<file path="src/rtl/fp32_pkg.sv">
// Shared FP32 definitions: special-value encodings, field extractors and the
// sequencer state encoding used by the iterative FP32 arithmetic units.
package fp32_pkg;

    localparam int          BIAS  = 127;
    localparam logic [31:0] QNAN  = 32'h7FC0_0000;
    localparam logic [31:0] PINF  = 32'h7F80_0000;
    localparam logic [31:0] PZERO = 32'h0000_0000;

    typedef enum logic [1:0] {
        IDLE = 2'd0,
        MUL  = 2'd1,
        RND  = 2'd2,
        DONE = 2'd3
    } state_t;

    function automatic logic fp_sign(input logic [31:0] x);
        return x[31];
    endfunction

    function automatic logic [7:0] fp_exp(input logic [31:0] x);
        return x[30:23];
    endfunction

    function automatic logic [22:0] fp_frac(input logic [31:0] x);
        return x[22:0];
    endfunction

endpackage

</file>
<file path="src/rtl/fp32_square_seq_if.sv">
// Operand/result handshake bundle for the FP32 squarer.
interface fp32_square_seq_if;

    logic        in_valid;
    logic        in_ready;
    logic [31:0] in;
    logic        out_valid;
    logic        out_ready;
    logic [31:0] out;
    logic [2:0]  flags;

    modport master (
        output in_valid, in, out_ready,
        input  in_ready, out_valid, out, flags
    );

    modport slave (
        input  in_valid, in, out_ready,
        output in_ready, out_valid, out, flags
    );

endinterface

</file>
<file path="src/rtl/fp32_round_norm.sv">
// Normalises a 48-bit significand product, rounds to nearest-even and packs an
// FP32 result, flushing out-of-range exponents to +Inf or +0.
module fp32_round_norm
    import fp32_pkg::*;
(
    input  logic [47:0]       prod,
    input  logic signed [9:0] exp_acc,
    output logic [31:0]       res,
    output logic              overflow,
    output logic              underflow
);

    function automatic logic rne_inc(input logic guard, input logic sticky, input logic lsb);
        return guard & (sticky | lsb);
    endfunction

    logic [22:0]       sig;
    logic              guard;
    logic              sticky;
    logic [23:0]       sig_rnd;
    logic signed [9:0] exp_n;
    logic signed [9:0] exp_r;

    always_comb begin
        sig       = prod[45:23];
        guard     = prod[22];
        sticky    = |prod[21:0];
        exp_n     = exp_acc;
        if (prod[47]) begin
            sig    = prod[46:24];
            guard  = prod[23];
            sticky = |prod[22:0];
            exp_n  = exp_acc + 10'sd1;
        end

        // Bit 23 of the rounded value is the carry out of the fraction.
        sig_rnd   = {1'b0, sig} + {23'd0, rne_inc(guard, sticky, sig[0])};
        exp_r     = sig_rnd[23] ? exp_n + 10'sd1 : exp_n;

        res       = {1'b0, exp_r[7:0], sig_rnd[22:0]};
        overflow  = 1'b0;
        underflow = 1'b0;
        if (exp_r >= 10'sd255) begin
            res      = PINF;
            overflow = 1'b1;
        end else if (exp_r <= 10'sd0) begin
            res       = PZERO;
            underflow = 1'b1;
        end
    end

endmodule

</file>
<file path="src/rtl/fp32_square_seq.sv">
// Sequential FP32 squarer: one shift-add partial product per cycle, then a
// single normalise/round cycle; specials bypass the loop.
module fp32_square_seq #(
    parameter int BIAS   = fp32_pkg::BIAS,
    parameter int MANT_W = 24
) (
    input  logic             clk,
    input  logic             rst,
    fp32_square_seq_if.slave bus
);

    import fp32_pkg::*;

    localparam int CNT_W = $clog2(MANT_W);

    state_t              state;
    state_t              state_nx;
    logic [MANT_W-1:0]   mant;
    logic [2*MANT_W-1:0] prod;
    logic [CNT_W-1:0]    cnt;
    logic signed [9:0]   exp_acc;
    logic [31:0]         out_r;
    logic [2:0]          flags_r;
    logic                out_valid_r;
    logic                accept;
    logic                op_nan;
    logic                op_inf;
    logic                op_zero;
    logic [31:0]         rn_res;
    logic                rn_ovf;
    logic                rn_unf;

    assign accept  = (state == IDLE) && bus.in_valid;
    assign op_nan  = (fp_exp(bus.in) == 8'hFF) && (fp_frac(bus.in) != 23'd0);
    assign op_inf  = (fp_exp(bus.in) == 8'hFF) && (fp_frac(bus.in) == 23'd0);
    assign op_zero = (fp_exp(bus.in) == 8'h00);

    assign bus.in_ready  = (state == IDLE);
    assign bus.out_valid = out_valid_r;
    assign bus.out       = out_r;
    assign bus.flags     = flags_r;

    fp32_round_norm u_round_norm (
        .prod      (prod),
        .exp_acc   (exp_acc),
        .res       (rn_res),
        .overflow  (rn_ovf),
        .underflow (rn_unf)
    );

    always_comb begin
        state_nx = state;
        case (state)
            IDLE: if (bus.in_valid) state_nx = (op_nan || op_inf || op_zero) ? DONE : MUL;
            MUL:  if (cnt == CNT_W'(MANT_W - 1)) state_nx = RND;
            RND:  state_nx = DONE;
            DONE: if (out_valid_r && bus.out_ready) state_nx = IDLE;
            default: state_nx = IDLE;
        endcase
    end

    // Control: state, iteration count and the result/flag holding registers.
    always_ff @(posedge clk) begin
        if (rst) begin
            state       <= IDLE;
            cnt         <= '0;
            out_valid_r <= 1'b0;
            out_r       <= PZERO;
            flags_r     <= 3'b000;
        end else begin
            state <= state_nx;
            case (state)
                IDLE: begin
                    cnt <= '0;
                    if (accept) begin
                        if (op_nan) begin
                            out_r   <= QNAN;
                            flags_r <= 3'b100;
                        end else if (op_inf) begin
                            out_r   <= PINF;
                        end else if (op_zero) begin
                            out_r   <= PZERO;
                        end
                    end
                end
                MUL: cnt <= cnt + CNT_W'(1);
                RND: begin
                    out_r   <= rn_res;
                    flags_r <= {1'b0, rn_ovf, rn_unf};
                end
                DONE: begin
                    // out_valid is registered one cycle after entering DONE.
                    if (!out_valid_r) begin
                        out_valid_r <= 1'b1;
                    end else if (bus.out_ready) begin
                        out_valid_r <= 1'b0;
                        flags_r     <= 3'b000;
                    end
                end
                default: ;
            endcase
        end
    end

    // Datapath: operand, exponent accumulator and shift-add product.
    always_ff @(posedge clk) begin
        if (accept) begin
            mant    <= {1'b1, fp_frac(bus.in)};
            exp_acc <= $signed({1'b0, fp_exp(bus.in), 1'b0}) - $signed(10'(BIAS));
            prod    <= '0;
        end else if (state == MUL) begin
            if (mant[cnt])
                prod <= prod + ({{MANT_W{1'b0}}, mant} << cnt);
        end
    end

endmodule

</file>
<file path="src/flat_wrapper.sv">
// flat-port wrapper written by rule: the top's interface ports become plain ports
module fp32_square_seq_flat import fp32_pkg::*;
#(
    parameter int BIAS   = fp32_pkg::BIAS,
    parameter int MANT_W = 24
)
  (clk, rst, bus_in_valid, bus_in, bus_out_ready, bus_in_ready, bus_out_valid, bus_out, bus_flags);
  fp32_square_seq_if bus_i ();
  input  logic clk;
  input  logic rst;
  input wire logic [$bits(bus_i.in_valid)-1:0] bus_in_valid;
  input wire logic [$bits(bus_i.in)-1:0] bus_in;
  input wire logic [$bits(bus_i.out_ready)-1:0] bus_out_ready;
  output wire logic [$bits(bus_i.in_ready)-1:0] bus_in_ready;
  output wire logic [$bits(bus_i.out_valid)-1:0] bus_out_valid;
  output wire logic [$bits(bus_i.out)-1:0] bus_out;
  output wire logic [$bits(bus_i.flags)-1:0] bus_flags;
  assign bus_i.in_valid = bus_in_valid;
  assign bus_i.in = bus_in;
  assign bus_i.out_ready = bus_out_ready;
  assign bus_in_ready = bus_i.in_ready;
  assign bus_out_valid = bus_i.out_valid;
  assign bus_out = bus_i.out;
  assign bus_flags = bus_i.flags;
  fp32_square_seq #(.BIAS(BIAS), .MANT_W(MANT_W)) u_core (.clk(clk), .rst(rst), .bus(bus_i));
endmodule
</file>
<file path="config.mk">
export PLATFORM = sky130hd
export DESIGN_NAME = fp32_square_seq_flat
export DESIGN_NICKNAME = d
export VERILOG_FILES = /design/src/rtl/fp32_pkg.sv /design/src/rtl/fp32_square_seq_if.sv /design/src/rtl/fp32_round_norm.sv /design/src/rtl/fp32_square_seq.sv /design/src/flat_wrapper.sv
export SDC_FILE = /design/constraint.sdc
export NUM_CORES = 1
export LEC_CHECK = 0
export CORE_UTILIZATION = 30
export CTS_BUF_LIST = sky130_fd_sc_hd__clkbuf_4
export DETAILED_ROUTE_END_ITERATION = 10
export PLACE_DENSITY_LB_ADDON = 0.1
export SLEW_MARGIN = 0
export SYNTH_ARGS = -nofsm -noshare
export SYNTH_HDL_FRONTEND = slang
export SYNTH_SLANG_ARGS = --single-unit
</file>
<file path="constraint.sdc">
create_clock -name clk -period 9.6 [get_ports clk]
set_clock_uncertainty 0.1 [all_clocks]
set_input_delay 1.92 -clock clk [delete_from_list [all_inputs] [get_ports clk]]
set_output_delay 1.92 -clock clk [all_outputs]
set_load 0.01 [all_outputs]
</file>
Yosys cells after proc, flatten, opt, wreduce, memory -nomap -nowiden
Cells that the tools add are included.
- input port bits: 36
- register bits: 124
- output and inout port bits: 37
- reductions and logical operators: 19
- mux-type cells: 30
- order comparisons: 3
- shifts and indexed selects: 1
- eq/ne operators: 13
- bitwise gates (word level): 2
- add/subtract/negate cells: 6
- operators with widths (kind ; count):
    two-way mux 32 bit ; 4
    case mux 32 bit (2 select lines) ; 1
    two-way mux 31 bit ; 2
    adder 48 bit ; 1
    left shift 24 x 5 -> 48 bit ; 1
    adder 23 x 1 -> 24 bit ; 1
    zero test 23 bit ; 1
    two-way mux 23 bit ; 1
    nonzero test 23 bit ; 1
    OR reduction 23 bit ; 1
    OR reduction 22 bit ; 1
    adder 10 x 2 -> 10 bit, second input constant ; 2
    two-way mux 10 bit ; 2
    two-way mux 3 bit ; 4
    greater-or-equal comparator 10 x 9 -> 1 bit, second input constant ; 1
    less-or-equal comparator 10 x 1 -> 1 bit, second input constant ; 1
    != test 2 x 1 -> 1 bit, second input constant ; 5
    case mux 5 bit (2 select lines) ; 1
    subtractor 9 x 7 -> 10 bit, second input constant ; 1
    case mux 3 bit (3 select lines) ; 1
    equality test 8 bit, second input constant ; 1
    zero test 8 bit ; 1
    two-way mux 1 bit ; 8
    two-way mux 2 bit ; 4
    other kinds (19) ; 27

Logic depth before layout (Yosys ltp)
Gate-level depths: netlist of run 1.
- depth after elaboration: 10
- gate-level depth with buffers: 22

Cells and area by module
Synthesis of run 1 repeated with hierarchy kept, for this count alone.
- cells, all modules: 1328
- area total of the unflattened synthesis: 10986.8 µm²
- by module, submodules not included (module ; area each (µm²) ; sequential area each (µm²) ; times used ; cells an instance):
    fp32_square_seq ; 8667.1 ; 2782.7 ; 1 ; 1008
    fp32_round_norm ; 2319.7 ; 0.0 ; 1 ; 320

Least setup slack after synthesis of run 1
Ideal clock, no wire load.
- kind: register to register
- from: register u_core.cnt[1]
- to: register u_core.prod[41]
- stages on the path, launching flop included: 20
- arrival: 4.480 ns
- path slack: 4.896 ns
- data required time: 9.376 ns
- path buffers: 4
- library setup time: 0.124 ns
- path through: dfxtp_1 clkbuf_1 buf_1 clkbuf_1 mux2_2 mux2i_1 mux2i_1 mux2i_1 o22ai_1 ha_1 clkbuf_1 and4_1 o21ai_0 or2_2 o21bai_1 a21oi_1 o21ai_0 a2111oi_0 o211a_1 nor3_1
- longest elaborated chain between the ends: 3
- RTL lines (element ; line ; source):
    from (decl) ; fp32_square_seq.sv:20 ; logic [CNT_W-1:0] cnt;
    from (signal assigned) ; fp32_square_seq.sv:86 ; MUL: cnt <= cnt + CNT_W'(1);
    parallel branches: the longest is 3 deep, another holds adder 48 bit ; -- ;
    to (signal assigned) ; fp32_square_seq.sv:113 ; prod <= prod + ({{MANT_W{1'b0}}, mant} << cnt);
    to (decl) ; fp32_square_seq.sv:19 ; logic [2*MANT_W-1:0] prod;
Parallel ways; which one is timed is not known. The select of a mux whose other input is x is not followed.
A chain may end at the register's enable or synchronous reset.

Final worst setup path of run 1
Same ends and word-level chain as after synthesis.

==> results.cfg, run 1 <==
[floorplanning]
die_y_um = 187
num_io_pins = 73
die_w_um = 187
start_util = 0.306
coreArea_mm2 = 0.0335
die-area_mm2 = 0.0349
std_cell_rows = 67

[clock_tree]
hold_buffers = 0
cts_num_sinks = 122
root_buffer = clkbuf_4
htreeDepth = 4
cts_setup_buffers = 0
clockBufferDepth = 2
tritoncts = done
clkLatencyLatePin_ns = 0.59
clk_pin_slew_ns = 0.13
post_cts_resized = 0
cts-buffers-inserted = 17

[yosys]
syn_nets = 1391
yosys_warnings = 0
ys.flop_type = dfxtp_1
netlist-cell-type-count = 77
yosysSeqAreaShare = 0.270
synthCells = 1295
async_flop_share = 0
synth_edf_count = 32
ys_seq_elements = 122
yosys.area.top_type = dfxtp_1
synth_top_cell_area_share = 0.176
syn_avg_cell_area_um2 = 7.91
synth_area_mm2 = 0.0102
yosys-top-cells-area = dfxtp_1 (18%), edfxtp_1 (9.4%), ha_1 (7.2%), nand2_1 (6.3%), a21oi_1 (5.7%)

[worst_hold_path]
holdPathStages = 2
hold_class = reg -> reg
hold-path-endpoint = u_core.bus.out[28]
worstHoldStart = u_core.bus.out[28]

[cells_and_area]
area_growth_pct = 13.2
layout.nets = 1410
drive_above_1_share = 0.0814

[placement]
gp_congestion = 0.871
io_buffers = 70
hpwl_um = 23100

[detailed_routing]
via_per_inst = 5.23
drt_wl_total_um = 30400
dr.pass1.iters = 6
drt_iter0_drc = 552
wl_per_cell_um = 17.1
vias = 9299
detail-route-antenna-nets = 0
drc = 0

[critical_path]
worst-path-max-fanout = 35
critPathSlowestCell = a2111oi_0
cp_data_arrival_time_ns = 5.61
path_class = reg -> reg
r2r_slack_ns = 4.34
end_kind = flop
cpPeakStageDelay_ns = 0.82
r2r-end = u_core.prod[41]
rr_startpoint = u_core.cnt[1]
crit_chain = buf_4 -> mux2_2 -> o21ai_0 -> mux2_2 -> nand2_1 -> o21ai_0 -> o22ai_1 -> ha_1 -> and4_1 -> o21ai_0 -> or2_2 -> o21bai_1 -> a21oi_1 -> o21ai_0 -> a2111oi_0 -> o211a_1 -> nor3_1
cp.required_ns = 9.96
startpoint_type = flop
path_common_cell = o21ai_0
r2r_cells = 17

[run]
cap_violations = 0

[timing]
rsz0062_at_grt = no
fin_crit_ns = 5.26
setup_tns_ns = 0
period_share = 0.547
slew_headroom = 0.441
max_freq_ghz = 0.190
hold_viol = 0
holdWs_ns = 0.366
setup_viol = 0
slew_viol_final = 0
worst_pin_slew_ns = 0.818

[grt]
antenna_found_initial = 1
overflow = 0
grt_use_total = 0.177
grt_max_degree = 68
grt_pass1_wl_um = 49700
grt_pass1_vias = 8939

[power_and_ir_drop]
power_density_mw_per_mm2 = 217
p_leak_nw = 4.23
ir_worst_vdd_mv = 0.103

[outcome]
status = finished clean
-- cell families (layout without fill, tap and decap cells) --
family | Yosys count | in the layout | synth area share
compound gates | 388 | 388 | 0.246
xor+xnor | 67 | 67 | 0.0573
fa+ha+maj | 60 | 60 | 0.0740
buf+inv | 113 | 145 | 0.0435
flops | 122 | 122 | 0.270
mux | 94 | 94 | 0.103
other cells | 1 | 3 | 0.000366
simple gates | 450 | 450 | 0.206
-- cell usage after synthesis, drive strengths merged, types with 28 or more instances --
library cell  number
clkbuf            58
dfxtp             90
mux2              33
xor2              28
a21oi            116
nand3             42
edfxtp            32
inv               29
o21ai             78
mux2i             55
nor2             111
nand2            173
xnor2             39
ha                59
a21o              31
-- worst max-delay path: cells and delay by family, from the launching register on --
kind	cells	cell delay [ns]
compound gates	9	2.54
fa+ha+maj	1	0.44
buf+inv	1	0.38
flops	1	0.33
mux	2	0.71
simple gates	4	0.61
-- power by group --
group / switching (mW) / internal [mW]
Sequential: 0.113 / 0.633
Combinational: 0.826 / 0.520
Clock: 0.215 / 0.206
Total: 1.15 / 1.36
-- cell usage in the layout, fill, tap and decap left out, drive strengths merged, types with 18 or more instances in the layout --
cell and count:
nand2 173, ha 59, nor3 22, nor2 111, a22o 23, xor2 28
o21ai 78, clkbuf 18, nor4 21, dfxtp 90, mux2 33, inv 33
a21oi 116, mux2i 55, a21o 31, xnor2 39, edfxtp 32, clkdlybuf4s50 70
a211oi 24, nand3 42
-- sequential cells by signal, summed over array words and instances (netlist names) --
register and cells:
u_core.cnt 5, u_core.bus.out 31, u_core.bus.out_valid 1, u_core.mant 23
u_core.bus.flags 3, u_core.exp_acc 9, u_core.prod 48, u_core.state 2
-- stage by stage --
step	setup slack, ns	util	total power [mW]	cells	cell area, um^2
finish	4.34	0.346	2.51	1777	11600
global route	4.07	0.346	2.73	1777	11600
CTS	4.38	0.346	2.55	1775	11600
detailed placement	4.44	0.336	2.11	1743	11300
global placement	4.42	0.336	2.11	1743	11300
floorplan	4.90	-	1.73	1295	10200
-- worst max path at each step --
stage | slack [ns] | to | depth (start not counted) | from
2_1_floorplan | 4.90 | u_core.prod[41] | 19 | u_core.cnt[1]
3_3_place_gp | 4.42 | u_core.prod[41] | 17 | u_core.cnt[1]
3_5_place_dp | 4.44 | u_core.prod[41] | 17 | u_core.cnt[1]
4_1_cts | 4.38 | u_core.prod[41] | 17 | u_core.cnt[1]
5_1_grt | 4.07 | u_core.prod[41] | 17 | u_core.cnt[1]
6_report | 4.34 | u_core.prod[41] | 17 | u_core.cnt[1]
-- metal layers --
layer,vias to the layer above,GRT usage,part of all wire
li1,4802,-,-
met2,157,0.281,0.45
met1,4314,0.250,0.51
met3,26,0.0260,0.027
met5,-,0,0
met4,0,0.0441,0.015
-- area by class of cell --
| cell class | count | area [um^2] |
|---|---|---|
| fillers | 3563 | 21900 |
| multi-input cells | 1060 | 7050 |
| flip-flops and latches | 122 | 2760 |
| repair buffers | 81 | 783 |
| well taps | 448 | 561 |
| clock inverters | 14 | 178 |
| clock buffers | 18 | 135 |
| inverters | 32 | 120 |
| diodes | 2 | 5.00 |
Power figures use the tool's default switching activity.
==> inputs of run 2 (changes only) <==
==> constraint.sdc (replaced) <==
create_clock -name clk -period 4.84 [get_ports clk]
set_clock_uncertainty 0.1 [all_clocks]
set_input_delay 0.968 -clock clk [delete_from_list [all_inputs] [get_ports clk]]
set_output_delay 0.968 -clock clk [all_outputs]
set_load 0.01 [all_outputs]
==> run 2 against run 1 <==
Compared with the run above: combinational power grew 110%; global-route usage barely moved; total power is 98% higher; via count is 1.7% higher; utilization is 0.62 points higher; critical endpoint is now u_core.prod[45].
==> results.cfg, run 2 (synthesis gave the netlist of run 1 again) <==
[cells_and_area]
n_fill_cell = 3590
drive_above_1_share = 0.106
layout.nets = 1443
area_growth_pct = 15.2
final_cell_mix = nand2_1 (173), a21oi_1 (115), nor2_1 (110), dfxtp_1 (88), o21ai_0 (72)
largest_reg_flops = 48
regMostFlops = u_core.prod
layout_commonest_cell = nand2_1
finalInstanceArea_mm2 = 0.0118

[floorplanning]
die_y_um = 187
die-area_mm2 = 0.0349
std_cell_rows = 67
num_io_pins = 73
start_util = 0.306
die_w_um = 187
coreArea_mm2 = 0.0335

[timing]
worst_pin_slew_ns = 0.996
holdWs_ns = 0.360
setup_tns_ns = 0
rsz0062_at_grt = no
slew_headroom = 0.334
setup_viol = 0
max_freq_ghz = 0.220
hold_viol = 0
fin_crit_ns = 4.54
period_share = 0.939
slew_viol_final = 0

[placement]
hpwl_um = 24300
io_buffers = 70
gp_congestion = 0.866
placed_area_mm2 = 0.0116

[detailed_routing]
drc = 0
via_per_inst = 5.22
wl_per_cell_um = 17.1
dr.pass1.iters = 5
detail-route-antenna-nets = 0
drt_iter0_drc = 597
vias = 9455
drt_wl_total_um = 31000

[clock_tree]
tritoncts = done
clk_pin_slew_ns = 0.12
clockBufferDepth = 2
hold_buffers = 0
cts_setup_buffers = 0
root_buffer = clkbuf_4
cts-buffers-inserted = 17
htreeDepth = 4
clkLatencyLatePin_ns = 0.56
post_cts_resized = 0
cts_num_sinks = 122

[critical_path]
critPathLaunch = u_core.cnt[1]
r2r_cells = 17
path_class = reg -> reg
crit_buf_inv = 2
crit_family = compound AO/OA/AOI/OAI gates
crit_cells = 17
end_kind = flop
cp.required_ns = 5.20
cp_data_arrival_time_ns = 4.90
r2r-end = u_core.prod[45]
critPathSlowestCell = a311oi_1
r2r_slack_ns = 0.30
startpoint_type = flop
endpoint = u_core.prod[45]
crit_chain = buf_12 -> mux2_2 -> a21oi_1 -> mux2i_1 -> o21ai_0 -> o21ai_0 -> buf_4 -> ha_1 -> a21o_1 -> a21o_1 -> a21oi_1 -> o21ai_0 -> a21o_1 -> a311oi_1 -> nand2_1 -> a2111o_1 -> o211a_1
rr_startpoint = u_core.cnt[1]
worst-path-max-fanout = 35
cpPeakStageDelay_ns = 0.55

[power_and_ir_drop]
power_mw = 4.98
p_leak_nw = 4.38
power_density_mw_per_mm2 = 422
ir_worst_vdd_mv = 0.188

[grt]
grt_max_degree = 51
antenna_found_initial = 1
grt_pass1_wl_um = 49800
grt_pass1_vias = 9028
overflow = 0
grt_use_total = 0.177

[run]
cap_violations = 0

[worst_hold_path]
holdPathStages = 2
hold_class = reg -> reg
worstHoldStart = u_core.bus.out[28]

[outcome]
status = finished clean
run 2: through the flow:
| stage | setup WS (ns) | util | instances |
|---|---|---|---|
| 5_1_grt | 0.00389 | 0.352 | 1810 |
| 3_3_place_gp | 0.274 | 0.345 | 1776 |
| 4_1_cts | 0.212 | 0.352 | 1808 |
| 6_report | 0.296 | 0.352 | 1810 |
| 3_5_place_dp | 0.274 | 0.345 | 1776 |
| 2_1_floorplan | 0.136 | - | 1295 |
run 2: final cells by class:
type / instances / area [um^2] / share of cell area
well taps: 448 / 561 / 0.0475
clock inverters: 11 / 80.1 / 0.00678
multi-input cells: 1060 / 7060 / 0.598
clock buffers: 21 / 158 / 0.0134
flip-flops and latches: 122 / 2770 / 0.234
diodes: 2 / 5.00 / 0.000424
repair buffers: 114 / 1060 / 0.0894
inverters: 32 / 120 / 0.0102
run 2: metal layers:
layer  global-route usage  routed length [um]  vias up
met5                    0                   0        -
met4               0.0372                 345        0
met3               0.0258                 948       18
met2                0.290               14300      166
met1                0.247               15400     4400
li1                     -                   -     4871
run 2: how the worst min path moves through the flow:
stage	end	slack, ns
after floorplan	u_core.prod[10]	0.35
after CTS	u_core.bus.out[28]	0.37
after detailed placement	u_core.bus.out[28]	0.34
final	u_core.bus.out[28]	0.36
after global placement	u_core.bus.out[28]	0.34
after global routing	u_core.prod[18]	0.39
run 2: report_power, final:
group / internal (mW) / total [mW] / leakage (nW) / switching, mW
Clock: 0.268 / 0.674 / 0.144 / 0.406
Sequential: 1.26 / 1.48 / 1.04 / 0.229
Combinational: 1.13 / 2.82 / 3.20 / 1.69
run 2: tightest hold or removal path: stages (launching register included):
cell and delay (ns):
dfxtp_1 0.34, nand2_1 0.04, o21ai_0 0.05
